## config.mk

```make
export PLATFORM = sky130hd
export DESIGN_NAME = register_writeback_unit
export DESIGN_NICKNAME = d
export VERILOG_FILES = /design/src/rtl/register_writeback_unit.sv
export SDC_FILE = /design/constraint.sdc
export NUM_CORES = 1
export LEC_CHECK = 0
export CORE_MARGIN = 4
export CORE_UTILIZATION = 35
export DETAILED_ROUTE_END_ITERATION = 10
export HOLD_SLACK_MARGIN = 0.02
export PLACE_DENSITY = 0.68
export SLEW_MARGIN = 0
export SYNTH_ARGS = -nofsm -noshare
export SYNTH_HDL_FRONTEND = slang
export SYNTH_SLANG_ARGS = --single-unit
```

## constraint.sdc

```tcl
create_clock -name clk -period 4.3 [get_ports clk]
set_clock_uncertainty 0.2 [all_clocks]
set_input_delay 0.645 -clock clk [delete_from_list [all_inputs] [get_ports clk]]
set_output_delay 0.645 -clock clk [all_outputs]
set_load 0.03 [all_outputs]
```

## src/rtl/register_writeback_unit.sv

```systemverilog
// Purpose: picks the retiring instruction's result, queues pending register writes, and answers bypass queries.
// Latency: an accepted write reaches rf_* one cycle after its handshake edge; bypass is combinational from queue state.
// Backpressure: wb_ready drops when the queue is full; rf_* holds the head until rf_ready dequeues it.
module register_writeback_unit #(
    parameter int XLEN  = 32,
    parameter int DEPTH = 2
) (
    input  logic                     clk,
    input  logic                     reset,
    input  logic                     wb_valid,
    output logic                     wb_ready,
    input  logic [6:0]               opcode,
    input  logic [2:0]               funct3,
    input  logic [4:0]               rd,
    input  logic [XLEN-1:0]          alu_result,
    input  logic [XLEN-1:0]          immediate,
    input  logic [XLEN-1:0]          memory_result,
    input  logic [XLEN-1:0]          pc,
    output logic                     rf_we,
    output logic [4:0]               rf_addr,
    output logic [XLEN-1:0]          rf_data,
    input  logic                     rf_ready,
    input  logic [4:0]               fwd_rd,
    output logic                     fwd_hit,
    output logic [XLEN-1:0]          fwd_data,
    output logic [$clog2(DEPTH):0]   count
);

    localparam int PW = $clog2(DEPTH);
    localparam int CW = PW + 1;

    localparam logic [6:0] OPC_OP     = 7'b0110011;
    localparam logic [6:0] OPC_OP_IMM = 7'b0010011;
    localparam logic [6:0] OPC_AUIPC  = 7'b0010111;
    localparam logic [6:0] OPC_LOAD   = 7'b0000011;
    localparam logic [6:0] OPC_LUI    = 7'b0110111;
    localparam logic [6:0] OPC_JAL    = 7'b1101111;
    localparam logic [6:0] OPC_JALR   = 7'b1100111;

    typedef struct packed {
        logic [4:0]      rd;
        logic [XLEN-1:0] data;
    } wb_entry_t;

    wb_entry_t       queue [DEPTH];
    wb_entry_t       head;
    logic [PW-1:0]   wr_ptr;
    logic [PW-1:0]   rd_ptr;
    logic [PW-1:0]   idx;
    logic [XLEN-1:0] load_val;
    logic [XLEN-1:0] sel_data;
    logic            sel_writes;
    logic            enq;
    logic            deq;

    always_comb begin
        load_val = '0;
        case (funct3)
            3'b000:  load_val = {{(XLEN-8){memory_result[7]}}, memory_result[7:0]};
            3'b001:  load_val = {{(XLEN-16){memory_result[15]}}, memory_result[15:0]};
            3'b010:  load_val = memory_result;
            3'b100:  load_val = {{(XLEN-8){1'b0}}, memory_result[7:0]};
            3'b101:  load_val = {{(XLEN-16){1'b0}}, memory_result[15:0]};
            default: load_val = '0;
        endcase
    end

    always_comb begin
        sel_writes = 1'b1;
        sel_data   = '0;
        case (opcode)
            OPC_OP, OPC_OP_IMM, OPC_AUIPC: sel_data = alu_result;
            OPC_LOAD:                      sel_data = load_val;
            OPC_LUI:                       sel_data = immediate;
            OPC_JAL, OPC_JALR:             sel_data = pc + XLEN'(4);
            default:                       sel_writes = 1'b0;
        endcase
    end

    // wb_ready is taken from registered count only, so a full queue never reuses a slot freed this cycle.
    assign wb_ready = (count < CW'(DEPTH));
    assign enq      = wb_valid && wb_ready && sel_writes && (rd != 5'd0);
    assign deq      = rf_we && rf_ready;

    always_ff @(posedge clk or posedge reset) begin
        if (reset) begin
            wr_ptr <= '0;
            rd_ptr <= '0;
            count  <= '0;
        end else begin
            if (enq) wr_ptr <= wr_ptr + 1'b1;
            if (deq) rd_ptr <= rd_ptr + 1'b1;
            if (enq && !deq)      count <= count + 1'b1;
            else if (!enq && deq) count <= count - 1'b1;
        end
    end

    always_ff @(posedge clk) begin
        if (enq) queue[wr_ptr] <= {rd, sel_data};
    end

    assign head    = queue[rd_ptr];
    assign rf_we   = (count != '0);
    assign rf_addr = rf_we ? head.rd   : 5'd0;
    assign rf_data = rf_we ? head.data : '0;

    // Walk oldest to youngest so the last match wins.
    always_comb begin
        fwd_hit  = 1'b0;
        fwd_data = '0;
        idx      = '0;
        for (int i = 0; i < DEPTH; i++) begin
            idx = rd_ptr + PW'(i);
            if ((CW'(i) < count) && (fwd_rd != 5'd0) && (queue[idx].rd == fwd_rd)) begin
                fwd_hit  = 1'b1;
                fwd_data = queue[idx].data;
            end
        end
    end

endmodule

```

# After elaboration in Yosys (flattened, before gate mapping)

Memory sizes are Yosys's and may differ from the RTL's.
Cells that the tools add are included.

Input bits: 152
Logic and storage cells: 58
Output and inout bits: 74
Memories kept: 1
Register bits: 4
RAM bits: 74

Memory list:

| memory | depth | width | read ports | clocked after memory_dff | wr ports | line | text |
|---|---|---|---|---|---|---|---|
| queue  | 2     | 37    | 2          | 0                        | 1        | 45   | `wb_entry_t queue [DEPTH];` |

Eq/ne operators: 13
Mux-type cells: 13
Reduce and logical (&&, ||, !) cells: 20
Order comparisons: 3
$add $sub $neg: 5

Operators by type and width:

| cell                                                      | count |
|---|---|
| one-hot mux 32 bit (5 select lines)                       | 1 |
| one-hot mux 32 bit (4 select lines)                       | 1 |
| two-way mux 32 bit                                        | 3 |
| adder 32 x 3 -> 32 bit, second input constant             | 1 |
| == test 7 x 5 -> 1 bit, second input constant             | 2 |
| == test 7 x 6 -> 1 bit, second input constant             | 2 |
| == test 7 bit, second input constant                      | 2 |
| == test 5 bit                                             | 2 |
| logical AND 1 bit                                         | 10 |
| nonzero test 5 bit                                        | 2 |
| == test 7 x 2 -> 1 bit, second input constant             | 1 |
| OR reduction 7 bit                                        | 1 |
| == test 3 bit, second input constant                      | 2 |
| two-way mux 1 bit                                         | 5 |
| two-way mux 5 bit                                         | 1 |
| less-than comparator 1 x 2 -> 1 bit, first input constant | 2 |
| two-way mux 2 bit                                         | 2 |
| nonzero test 2 bit                                        | 2 |
| == test 3 x 1 -> 1 bit, second input constant             | 1 |
| == test 3 x 2 -> 1 bit, second input constant             | 1 |
| logical NOT 3 bit                                         | 1 |
| OR reduction 3 bit                                        | 1 |
| adder 1 bit, second input constant                        | 2 |
| adder 2 x 1 -> 2 bit, second input constant               | 1 |
| 4 further kinds                                           | 5 |

# Longest topological paths before layout

Gate-level depths: netlist (run 1).

Word-level depth: 9
Mapped depth: 9
Mapped depth without buffers: 7

# Worst setup path after synthesis (run 1)

Ideal clock, no wire load.

Path kind: input to register
From: input opcode[1]
To: memory queue[0][0] (netlist name), enable pin
Data arrival time: 3.085 ns
Cell stages on the path: 5
Path buffers: 0
Slack: 0.579 ns
Required time: 3.664 ns
Setup time: 0.436 ns
Cell sequence: nand2_1 nor3_1 o21ai_0 a21oi_1 nor2b_1

Word-level cells in the longest chain between the ends: 7
Elaborated cells between the ends (all ways): 13
Those cells by class: eq/ne: 7; mux: 3; reduce/logical: 3

RTL lines:

| what                                        | line | text |
|---|---|---|
| start, declared                             | 12   | `input logic [6:0] opcode,` |
| == test 7 bit, or another cell as far along | 71   | `case (opcode)` |
| OR reduction 7 bit (no source line) (*)     | -    |  |
| two-way mux 1 bit (*)                       | 71   |  |
| logical AND 1 bit (*) (2 in series)         | 82   | `assign enq = wb_valid && wb_ready && sel_writes && (rd != 5'd0);` |
| two-way mux 1 bit (*)                       | 99   | `if (enq) queue[wr_ptr] <= {rd, sel_data};` |
| two-way mux 1 bit (not written as such) (*) | 99   |  |
| end, declared                               | 45   |  |

Every way passes the cells marked *; elsewhere a longest branch is shown, timed or not.

# Worst setup path after layout (run 1)

From: register rd_ptr
To: output fwd_data[3]

Word-level cells in the longest chain between the ends: 5
Elaborated cells between the ends (all ways): 8
Those cells by class: add/sub: 1; eq/ne: 2; mux: 2; reduce/logical: 2; memory: 1

RTL lines:

| what                                                           | line | text |
|---|---|---|
| start, declared                                                | 48   | `logic [PW-1:0] rd_ptr;` |
| start signal, assigned                                         | 92   | `if (deq) rd_ptr <= rd_ptr + 1'b1;` |
| adder 1 bit / memory (2 x 37 bit) (equally long branches)      | -    |  |
| memory (2 x 37 bit) (*)                                        | -    |  |
| == test 5 bit / logical AND 1 bit (equally long branches)      | 114  | `if ((CW'(i) < count) && (fwd_rd != 5'd0) && (queue[idx].rd == fwd_rd)) begin` |
| logical AND 1 bit / two-way mux 32 bit (equally long branches) | 114  |  |
| two-way mux 32 bit (*)                                         | 114  |  |
| end, declared                                                  | 25   | `output logic [XLEN-1:0] fwd_data,` |

Marks and branches as above.

==> results of run 1 <==
-- kinds of logic (layout without fill, tap and decap cells) --
kind of cell	count (synthesis)	after routing	synth area share, %
xor+xnor	40	40	6.68
compound gates	145	145	18.1
fa+ha+maj	4	4	0.954
simple gates	169	169	14.7
buf+inv	44	262	3.74
flops	78	78	44.3
mux	60	60	11.6
-- power by group --
| part | switching (mW) | internal (mW) | total [mW] | leakage (nW) |
|---|---|---|---|---|
| clock network | 0.259 | 0.498 | 0.757 | 0.150 |
| registers | 0.0552 | 0.856 | 0.911 | 0.728 |
| logic | 0.932 | 0.723 | 1.66 | 2.15 |
| total | 1.25 | 2.08 | 3.32 | 3.02 |
-- routing by layer --
| metal | global-route usage [%] | vias up | share of wire [%] |
|---|---|---|---|
| li1 | - | 2425 | - |
| met1 | 27.3 | 2385 | 43 |
| met2 | 34.7 | 214 | 49 |
| met3 | 2.60 | 23 | 6.7 |
| met4 | 5.93 | 0 | 1.7 |
| met5 | 0 | - | 0 |
-- stage by stage --
stage	total power, mW	util, %	cells
2_1_floorplan	1.89	-	540
3_3_place_gp	2.58	52.5	927
3_5_place_dp	2.60	52.5	927
4_1_cts	3.36	54.6	942
5_1_grt	3.49	54.6	942
6_report	3.32	54.6	942
-- worst paths after layout --
| path | slack, ps | end | depth (start not counted) | start |
|---|---|---|---|---|
| max | 390 | fwd_data[3] | 8 | rd_ptr |
| min | 300 | count[1] | 2 | reset |
| max reg2reg | 1590 | queue[1][4] | 5 | count[1] |
| min reg2reg | 330 | count[0] | 1 | count[0] |
| max in group asynchronous | 3420 | rd_ptr | 2 | reset |
| min in group clk | 330 | count[0] | 1 | count[0] |
-- flip-flops by register name, summed over array words and instances (netlist names) --
name / cells
queue: 74
count: 2
rd_ptr: 1
wr_ptr: 1
-- area by class of cell --
class / count / area, um^2
Clock buffer: 9 / 225
Fill cell: 1317 / 6630
Timing Repair Buffer: 238 / 2310
Multi-Input combinational cell: 418 / 2760
Sequential cell: 78 / 2320
Inverter: 9 / 33.8
Clock inverter: 6 / 77.6
Tap cell: 184 / 230
-- worst max-delay path, cell delays in order (launching register included) --
cell                      delay, ps
sky130_fd_sc_hd__dfrtp_2        620
sky130_fd_sc_hd__mux2_4         350
sky130_fd_sc_hd__nor3_1         170
sky130_fd_sc_hd__a21oi_1         90
sky130_fd_sc_hd__nor4_4         490
sky130_fd_sc_hd__mux2i_4        310
sky130_fd_sc_hd__buf_4          290
sky130_fd_sc_hd__a22o_1         240
sky130_fd_sc_hd__buf_4          180
-- cell usage in the layout, fill, tap and decap left out, types with 6 or more instances in the layout --
cell / synthesis / layout
sky130_fd_sc_hd__xor2_1: 22 / 22
sky130_fd_sc_hd__xnor2_1: 18 / 18
sky130_fd_sc_hd__buf_4: 0 / 42
sky130_fd_sc_hd__inv_1: 9 / 9
sky130_fd_sc_hd__o22a_1: 13 / 13
sky130_fd_sc_hd__a221o_1: 6 / 6
sky130_fd_sc_hd__nand4_1: 8 / 8
sky130_fd_sc_hd__o21ai_0: 30 / 30
sky130_fd_sc_hd__nor3_1: 7 / 7
sky130_fd_sc_hd__edfxtp_1: 74 / 74
sky130_fd_sc_hd__a22o_1: 32 / 32
sky130_fd_sc_hd__nand2_1: 65 / 65
sky130_fd_sc_hd__a21oi_1: 53 / 53
sky130_fd_sc_hd__nor2_1: 54 / 54
sky130_fd_sc_hd__clkdlybuf4s50_1: 0 / 193
sky130_fd_sc_hd__mux2i_1: 58 / 56
sky130_fd_sc_hd__nand3_1: 11 / 11
sky130_fd_sc_hd__clkbuf_16: 0 / 9
==> results.md, run 1 <==
Clock network:
- TritonCTS built the clock tree.
- The tree built by TritonCTS fans out to 78 sinks.
- The clock transition time at the flip-flop clock pins of the worst setup and hold paths is 50 ps.
- The clock tree synthesis step divided the H-tree into 3 levels.
- In this run, post-CTS repair resized a total of 0 instances.
- Buffers inserted during clock tree synthesis total 9.
- The number of hold buffers added after CTS is 0.
- The clock latency reported for the late side of the worst-skew pair is 320 ps.
- In this run the clock root is driven by a sky130_fd_sc_hd__clkbuf_16.
- The maximum root-to-sink buffer count is 2.
- After clock tree synthesis, the setup repair step added 0 buffers.

Finish:
- The synthesis-to-layout area growth is 51.7%.
- The number of inserted diodes is 0.
- Cells with a size suffix above 1 make up about 9.1% of the layout.
- The summed area of non-filler cells in the final layout is about 8000 um^2.
- The final layout contains 910 nets.

Power and ir drop:
- In this run the static leakage power is 3.02 nW.
- The worst voltage drop across the vdd grid is 0.280 mV.
- Power spread over the standard cell area amounts to 418 nW/um^2.

Synth:
- After synthesis the netlist holds a flip-flop and latch count of 78.
- The mapped netlist covers 5250 um^2.
- The Yosys step of the flow raised 0 warnings.
- The synthesized area per cell is 9.72 um^2.
- By area the synthesized netlist is led by sky130_fd_sc_hd__edfxtp_1 (42%), sky130_fd_sc_hd__mux2i_1 (11%), sky130_fd_sc_hd__a22o_1 (5.3%).
- Counting instances in the post-synthesis netlist gives the leading cell types as sky130_fd_sc_hd__edfxtp_1 (74), sky130_fd_sc_hd__nand2_1 (65), sky130_fd_sc_hd__mux2i_1 (58), sky130_fd_sc_hd__nor2_1 (54), sky130_fd_sc_hd__a21oi_1 (53).
- The cell accounting for the most synthesized area is sky130_fd_sc_hd__edfxtp_1.
- Of all flip-flops after synthesis, the portion carrying an async set or reset was 5.13%.
- The area share of the largest cell type after synthesis is 42.4%.
- The count of different cell masters after synthesis is 45.
- In the synthesized netlist the dominant register cell turns out to be sky130_fd_sc_hd__edfxtp_1.
- The cell with the most instances after synthesis is sky130_fd_sc_hd__edfxtp_1.
- The post-synthesis net count is 696.
- The number of enable flip-flop cells after synthesis is 74.
- The share of the Yosys chip area taken by registers is 44.3%.
- The cell count after synthesis is 540.

GRT:
- Global routing consumed, over all layers together, 20.4% of the routing resources.
- The remaining global-route overflow is 0.
- The number of antenna violations at the first check in global routing is 0.
- The number of global-route vias before repair is 5065.
- Entering global routing, the biggest net connects 37 pins.
- The first global-routing pass estimated 26800 um of wire.

Routing:
- Summed over all layers, the routed wires come to roughly 18000 um.
- Once detail routing completed, the nets flagged for antenna violations numbered 0.
- In this run, the number of DRC markers left after iteration 0 of detailed routing was 273.
- Using the TritonRoute via totals, the vias-per-cell ratio works out to 5.36.
- The routed length per placed instance is 18.8 um.
- The first detailed-routing pass ran for 5 iterations.
- The residual DRC count is 0.
- The total via count after detailed routing is 5047.

Placement:
- The final HPWL from detailed placement is 14300 um.
- OpenSTA, run right after detailed placement, puts the worst setup slack at 408 ps.
- Routability-driven placement finished with a final weighted congestion of 0.949.
- The post-detailed-placement cell area is between 7000 and 8000 um^2.
- In this run the tool buffered the top-level ports with 225 buffer cells.

Floorplan:
- The number of top-level pins is 226.
- The floorplan has 44 rows.
- The die span in x is around 130 um.
- The die covers ~17000 um^2.
- The initial cell density of the core is 36.0%.
- The die is between 100 and 150 um tall.
- The core region is 14600 um^2.

Critical path:
- The worst setup path is captured at an output port.
- Data arrives at the worst endpoint at slightly above 3000 ps.
- STA classifies the critical path startpoint as a flop.
- The critical path class is reg2out.
- The critical path required time is 3450 ps.
- The highest fanout seen on the critical path is 22.

STA:
- Setup violations remaining at the end of the flow were counted as 0.
- Setup repair after global routing left no endpoint under its margin.
- The total negative setup slack is 0 ps.
- The worst max-slew margin expressed relative to the limit is around two fifths.
- Based on the critical path, the design can be clocked at up to 256 MHz.
- For the finished layout, the period the worst path requires is 3910 ps.
- The number of endpoints with negative hold slack in the final report is 0.
- Across all setup checks in the final design, the least slack found is between 300 and 400 ps.
- The max-slew violation total from the final report is 0.
- Hold timing on the final database bottoms out at a slack of 305 ps.
- The slew at the pin with the worst max-slew slack is 909 ps.
- The worst path uses 90.9% of the clock period.

Status:
- The run finished with clean final reports.

Min path:
- The worst hold-check path type is in2async.

Run:
- The count of maximum capacitance violations is 0.
No activity file was read; power rests on OpenSTA's default activity.
==> run 2: changes to the inputs <==
- DONT_BUFFER_PORTS: unset -> 1
- PLACE_DENSITY: 0.68 -> unset
==> run 2 against run 1 <==
  * Clock power rose by 10%
  * First-iteration DRC count fell by 19%
  * Clock-buffer cell count did not move
  * Via count fell by 15%
  * Global-route usage fell by 2.6 points
  * Largest power group unchanged
  * Highest routed layer unchanged
  * Total power fell by 13%
  * Utilization fell by 13 points
  * Non-clock buffer count fell by 198
  * Worst hold slack got worse by 88 ps
==> results.md, run 2 (same netlist as run 1, synthesis figures left out) <==
Critical path:
- The critical path class is reg2out (unchanged).
- The launch point of the critical path was count[1] (was rd_ptr).
- The nature of the critical path startpoint was a flop (unchanged).
- The data arrival time at the worst-slack endpoint is 3180 ps (was 3070 ps).
- The library cell contributing the largest single delay on the critical path is sky130_fd_sc_hd__dfrtp_1 (was sky130_fd_sc_hd__dfrtp_2).
- The startpoint of the worst register-to-register path is count[1] (unchanged).
- The critical path endpoint category was an output port (unchanged).
- The highest cell delay on the worst timing path is 560 ps (was 620 ps).
- The highest fanout seen on the critical path is 23 (was 22).
- Cells along the critical path: inv_1 -> ha_1 -> nand2b_1 -> nor4_4 -> mux2i_4 -> buf_12 -> a22o_1 -> buf_4 (was mux2_4 -> nor3_1 -> a21oi_1 -> nor4_4 -> mux2i_4 -> buf_4 -> a22o_1 -> buf_4).
- The critical path required time was 3450 ps (about the same).

STA:
- The number of endpoints with negative hold slack in the final report came to 0 (unchanged).
- RSZ-0062 raised after global routing: no (unchanged).
- The total setup violations reported at the end of the flow is 0 (unchanged).
- The slew at the pin with the worst max-slew slack is 1070 ps (was 909 ps).
- The worst max-slew margin expressed relative to the limit is 28.2% (was 39.3%).
- The max-slew violation total from the final report came to 0 (unchanged).
- The total negative setup slack was 0 ps (unchanged).
- The final critical path time including I/O delays and setup is 4020 ps (was 3910 ps).
- The part of the cycle the worst path needs is 93.5% (was 90.9%).
- The final setup slack of the worst path is 279 ps (was 389 ps).
- The maximum operating frequency is 249 MHz (was 256 MHz).

Routing:
- The number of antenna-violating nets in the routed design is 0 (unchanged).
- The mean number of vias per cell is 5.77 (was 5.36).
- The total detailed-routing wirelength is 15900 um (was 17700 um).
- The total via count after detailed routing is 4302 (was 5047).
- The routed length per placed instance is 21.3 um (was 18.8 um).
- The residual DRC count was 0 (unchanged).
- The detailed-routing iteration count for the pre-antenna-repair pass is 4 (was 5).
- The number of design-rule violations left by the first detailed-router iteration was 222 (was 273).

Clock network:
- The clock buffer count from CTS came to 9 (unchanged).
- The CTS tree is yes (unchanged).
- The clock tree root buffer cell is sky130_fd_sc_hd__clkbuf_16 (unchanged).
- The number of levels in the clock H-tree is 3 (unchanged).
- The clock latency reported for the late side of the worst-skew pair is 320 ps (about the same).
- The maximum root-to-sink buffer count came to 2 (unchanged).
- The total number of clock tree sinks is 78 (unchanged).
- The clock transition time at the flip-flop clock pins of the worst setup and hold paths is 60 ps (was 50 ps).
- The total of cells resized after clock tree synthesis is 0 (unchanged).

Power and ir drop:
- The leakage power of the design is 2.27 nW (was 3.02 nW).
- The power density relative to cell area is 476 nW/um^2 (was 418 nW/um^2).
- The worst voltage drop across the vdd grid is 0.315 mV (was 0.280 mV).

Finish:
- The largest register by flop count is queue (unchanged).
- The final net count came to 712 (was 910).
- The fill cell total of the finished layout is 1441 (was 1317).
- The flip-flop count of the largest register after layout was 74 (unchanged).
- The fraction of layout cells with a size suffix above 1 is 11.6% (was 9.10%).
- The number of inserted diodes is 0 (unchanged).
- The leading cell type in the layout, fill and taps excluded is sky130_fd_sc_hd__edfxtp_1 (was sky130_fd_sc_hd__clkdlybuf4s50_1).
- Largest registers ranked by flip-flop count: queue: 74 flops, count: 2 flops (unchanged).
- The post-layout instance count excluding filler cells is 745 (was 942).
- Commonest cells after routing, fill and taps aside: sky130_fd_sc_hd__edfxtp_1 (74), sky130_fd_sc_hd__nand2_1 (65), sky130_fd_sc_hd__mux2i_1 (56) (was sky130_fd_sc_hd__clkdlybuf4s50_1 (193), sky130_fd_sc_hd__edfxtp_1 (74), sky130_fd_sc_hd__nand2_1 (65)).
- The synthesis-to-layout area growth was 15.6% (was 51.7%).

GRT:
- The global-route wire length before repair was 23000 um (was 26800 um).
- The total track usage is 17.7% (was 20.4%).
- The maximum number of pins on one net before global-route repair is 38 (was 37).
- The number of antenna violations at the first check in global routing came to 1 (was 0).
- The number of global-route vias before repair is 4321 (was 5065).
- The remaining global-route overflow is 0 (unchanged).

Min path:
- The hold path startpoint is rd[0].
- The worst hold-check path type is in2reg (was in2async).

Run:
- The count of maximum capacitance violations is 0 (unchanged).

Floorplan:
- The die span in x is 130 um (unchanged).
- The initial cell density of the core is 36.0% (unchanged).
- The number of top-level pins came to 226 (unchanged).
- The floorplan row count is 44 (unchanged).
- The height of the die was 130 um (unchanged).
- The core box area is 14600 um^2 (unchanged).
- The area of the die is 17000 um^2 (unchanged).

Placement:
- The routability-driven placement congestion ratio came to 0.836 (was 0.949).
- The quantity of I/O buffers inserted on ports is 0 (was 225).
- The placed instance count is 728 (was 927).
- The worst slack at placement came to 588 ps (was 408 ps).
- The final HPWL from detailed placement is 12900 um (was 14300 um).

Status:
- Result of the run: finished clean (unchanged).
run 2: cell count changes in the layout (fill, tap and decap cells not counted), sizes merged:
cell,before,now
clkdlybuf4s50,193,0
bufinv,2,3
buf,45,39
dlygate4sd3,0,1
run 2: what timing repair did:
item,in CTS,in global routing
buffers inserted,0,0
hold endpoints to repair,4,0
hold buffers,1,0
run 2: power breakdown:
group	internal (mW)	leakage, nW	switching, mW
registers	0.856	0.728	0.0729
clock network	0.563	0.167	0.272
logic	0.312	1.38	0.812
run 2: routing by layer:
layer	global-route usage [%]	vias up	part of all wire [%]	routed length, um
met5	0	-	0	0
met2	29.4	183	48	7570
li1	-	2031	-	-
met1	23.0	2073	43	6850
met4	4.90	0	1.2	192
met3	4.72	15	7.8	1240
run 2: path summary, 6_finish.rpt:
check / to / slack, ps / cells after the start
setup / recovery: fwd_data[5] / 280 / 8
setup reg to reg: queue[0][16] / 990 / 4
max in group asynchronous: rd_ptr / 3280 / 2
hold reg to reg: wr_ptr / 350 / 1
min in group asynchronous: wr_ptr / 450 / 2
hold / removal: queue[1][32] / 220 / 0
run 2: per-stage QoR:
step / power [mW] / hold WS [ps] / instance area [um^2] / utilization, %
global route: 3.01 / 194 / 6060 / 41.6
finish: 2.89 / 217 / 6060 / 41.6
detailed placement: 2.07 / 237 / 5720 / 39.2
CTS: 2.92 / 197 / 6060 / 41.6
global placement: 2.06 / 233 / 5720 / 39.2
floorplan: 1.89 / 211 / 5250 / -
run 2: worst max-delay path, delay by kind of cell, from the launching register on:
| family | cells | cell delay, ps |
|---|---|---|
| DFF | 1 | 560 |
| and+or+nand+nor | 2 | 660 |
| adders and majority gates | 1 | 250 |
| buffers and inverters | 3 | 670 |
| muxes | 1 | 510 |
| AOI/OAI and AO/OA | 1 | 170 |
run 2: layout make-up:
| type | count | area, um^2 | share of cell area (%) |
|---|---|---|---|
| Multi-Input combinational cell | 418 | 2760 | 45.5 |
| Sequential cell | 78 | 2320 | 38.3 |
| Timing Repair Buffer | 40 | 378 | 6.23 |
| Tap cell | 184 | 230 | 3.80 |
| Clock buffer | 9 | 225 | 3.71 |
| Clock inverter | 7 | 113 | 1.86 |
| Inverter | 9 | 33.8 | 0.557 |
==> run 3: changes to the inputs <==
- PLACE_DENSITY: unset -> 0.49
==> run 3 against run 2 <==
  * Combinational power about the same
  * Register-to-register slack better by 310 ps
  * Maximum frequency shrank 0.86%
  * Utilization is 0.89 points lower
  * Largest cell class unchanged
==> results.md, run 3 (same netlist as run 1, synthesis figures left out) <==
GRT:
- The total track usage is 17.8% (was 17.7%).
- The maximum number of pins on one net before global-route repair is 38 (unchanged).
- The number of antenna violations at the first check in global routing came to 0 (was 1).
- The remaining global-route overflow was 0 (unchanged).
- The number of global-route vias before repair was 4160 (was 4321).
- The global-route wire length before repair is 23000 um (about the same).

Clock network:
- The buffers inserted during post-CTS setup optimization is 0 (unchanged).
- The total number of clock tree sinks is 78 (unchanged).
- The clock buffer count from CTS was 9 (unchanged).
- The clock transition time at the flip-flop clock pins of the worst setup and hold paths is 60 ps (about the same).
- The maximum root-to-sink buffer count is 2 (unchanged).
- The clock latency reported for the late side of the worst-skew pair is 320 ps (about the same).
- The CTS tree is yes (unchanged).
- The number of levels in the clock H-tree is 3 (unchanged).
- The clock tree root buffer cell is sky130_fd_sc_hd__clkbuf_16 (unchanged).

Critical path:
- The critical path required time is 3450 ps (about the same).
- The data arrival time at the worst-slack endpoint is 3210 ps (was 3180 ps).
- The worst-case register-to-register setup slack was 1300 ps (was 990 ps).
- The critical path endpoint category is an output port (unchanged).
- The nature of the critical path startpoint is a flop (unchanged).
- The critical path class is reg2out (unchanged).
- The worst reg2reg path depth is 4 (unchanged).
- The highest fanout seen on the critical path is 32 (was 23).

Floorplan:
- The floorplan row count is 44 (unchanged).
- The die span in x was 130 um (unchanged).
- The core box area is 14600 um^2 (unchanged).
- The height of the die is 130 um (unchanged).
- The initial cell density of the core is 36.0% (unchanged).
- The number of top-level pins is 226 (unchanged).
- The area of the die is 17000 um^2 (unchanged).

Routing:
- The residual DRC count is 0 (unchanged).
- The number of antenna-violating nets in the routed design is 0 (unchanged).
- The number of design-rule violations left by the first detailed-router iteration is 140 (was 222).
- The detailed-routing iteration count for the pre-antenna-repair pass is 5 (was 4).
- The routed length per placed instance is 21.1 um (was 21.3 um).
- The mean number of vias per cell came to 5.68 (was 5.77).
- The total detailed-routing wirelength was 15700 um (was 15900 um).
- The total via count after detailed routing is 4235 (was 4302).

Placement:
- The quantity of I/O buffers inserted on ports is 0 (unchanged).
- The worst slack at placement is 548 ps (was 588 ps).
- The final HPWL from detailed placement is 12500 um (was 12900 um).
- The routability-driven placement congestion ratio is 0.863 (was 0.836).

STA:
- The maximum operating frequency is 247 MHz (was 249 MHz).
- The part of the cycle the worst path needs was 94.3% (was 93.5%).
- The total setup violations reported at the end of the flow was 0 (unchanged).
- The slew at the pin with the worst max-slew slack is 1070 ps (about the same).
- The max-slew violation total from the final report is 0 (unchanged).
- RSZ-0062 raised after global routing: no (unchanged).
- The worst max-slew margin expressed relative to the limit is 28.8% (was 28.2%).
- The total negative setup slack is 0 ps (unchanged).
- The number of endpoints with negative hold slack in the final report is 0 (unchanged).
- The final critical path time including I/O delays and setup is 4060 ps (was 4020 ps).
- The final setup slack of the worst path is 244 ps (was 279 ps).

Power and ir drop:
- The overall power of the completed layout is 2.74 mW (was 2.89 mW).
- The power density relative to cell area is 462 nW/um^2 (was 476 nW/um^2).
- The worst voltage drop across the vdd grid was 0.259 mV (was 0.315 mV).
- The leakage power of the design was 2.22 nW (was 2.27 nW).

Finish:
- Commonest cells after routing, fill and taps aside: sky130_fd_sc_hd__edfxtp_1 (74), sky130_fd_sc_hd__nand2_1 (65), sky130_fd_sc_hd__mux2i_1 (56) (unchanged).
- The leading cell type in the layout, fill and taps excluded is sky130_fd_sc_hd__edfxtp_1 (unchanged).
- The final net count came to 712 (unchanged).
- The fill cell total of the finished layout is 1421 (was 1441).
- The largest register by flop count is queue (unchanged).
- The register area was 2320 um^2 (unchanged).
- The synthesis-to-layout area growth came to 13.1% (was 15.6%).
- The fraction of layout cells with a size suffix above 1 is 11.1% (was 11.6%).
- The number of inserted diodes came to 0 (unchanged).
- The multi-input gate area in the final layout is 2760 um^2 (unchanged).
- Largest registers ranked by flip-flop count: queue: 74 flops, count: 2 flops (unchanged).
- The flip-flop count of the largest register after layout is 74 (unchanged).

Min path:
- The worst hold-check path type is in2reg (unchanged).
- The worst hold path depth came to 0 (unchanged).

Status:
- Result of the run: finished clean (unchanged).

Run:
- The count of maximum capacitance violations came to 0 (unchanged).
## run 3: changes by cell type in the layout (fill, tap and decap cells not counted), sizes merged
cell      before  now
clkinv         4    3
clkbuf         9   11
bufinv         3    1
clkinvlp       0    1
## run 3: area by class of cell
type / count / area share [%]
clock buffers: 11 / 3.92
clock inverters: 5 / 0.843
inverters: 9 / 0.569
multi-input cells: 418 / 46.5
flip-flops and latches: 78 / 39.2
well taps: 184 / 3.88
repair buffers: 40 / 5.10
## run 3: per-layer routing
layer  vias to the layer above  routed length, um  GRT usage (%)
met5                         -                  0              0
met4                         0                165           5.26
met3                        12               1390           4.35
met2                       187               7340           28.8
met1                      2009               6800           23.7
li1                       2027                  -              -
## run 3: what timing repair did
item,4_1_cts,5_1_grt
endpoints found under the setup margin,0,0
hold endpoints to repair,4,0
resized for setup,0,0
hold buffers,1,0
## run 3: stage by stage
step | hold WS (ps) | util [%] | cell area [um^2] | cells
after floorplan | 211 | - | 5250 | 540
after global placement | 233 | 38.7 | 5640 | 728
after detailed placement | 230 | 38.7 | 5640 | 728
after CTS | 197 | 40.7 | 5930 | 745
after global routing | 195 | 40.7 | 5930 | 745
final | 214 | 40.7 | 5930 | 745
## run 3: power by group
group	switching (mW)	internal [mW]
combinational	0.803	0.302
clock	0.263	0.444
sequential	0.0717	0.856
total	1.14	1.60
## run 3: path summary, 6_finish.rpt
check / startpoint / endpoint
max: count[1] / fwd_data[10]
max in group asynchronous: reset / rd_ptr
max reg2reg: count[1] / queue[0][31]
min reg2reg: wr_ptr / wr_ptr
min in group asynchronous: reset / count[1]
min: rd[4] / queue[0][36]
## run 3: critical path, stage by stage, from the launching register on
cell                       delay (ps)
sky130_fd_sc_hd__dfrtp_1          570
sky130_fd_sc_hd__inv_1            300
sky130_fd_sc_hd__ha_1             260
sky130_fd_sc_hd__nand2b_1         200
sky130_fd_sc_hd__nor4_4           480
sky130_fd_sc_hd__mux2i_4          290
sky130_fd_sc_hd__buf_4            380
sky130_fd_sc_hd__a22o_1           240
sky130_fd_sc_hd__buf_4            170
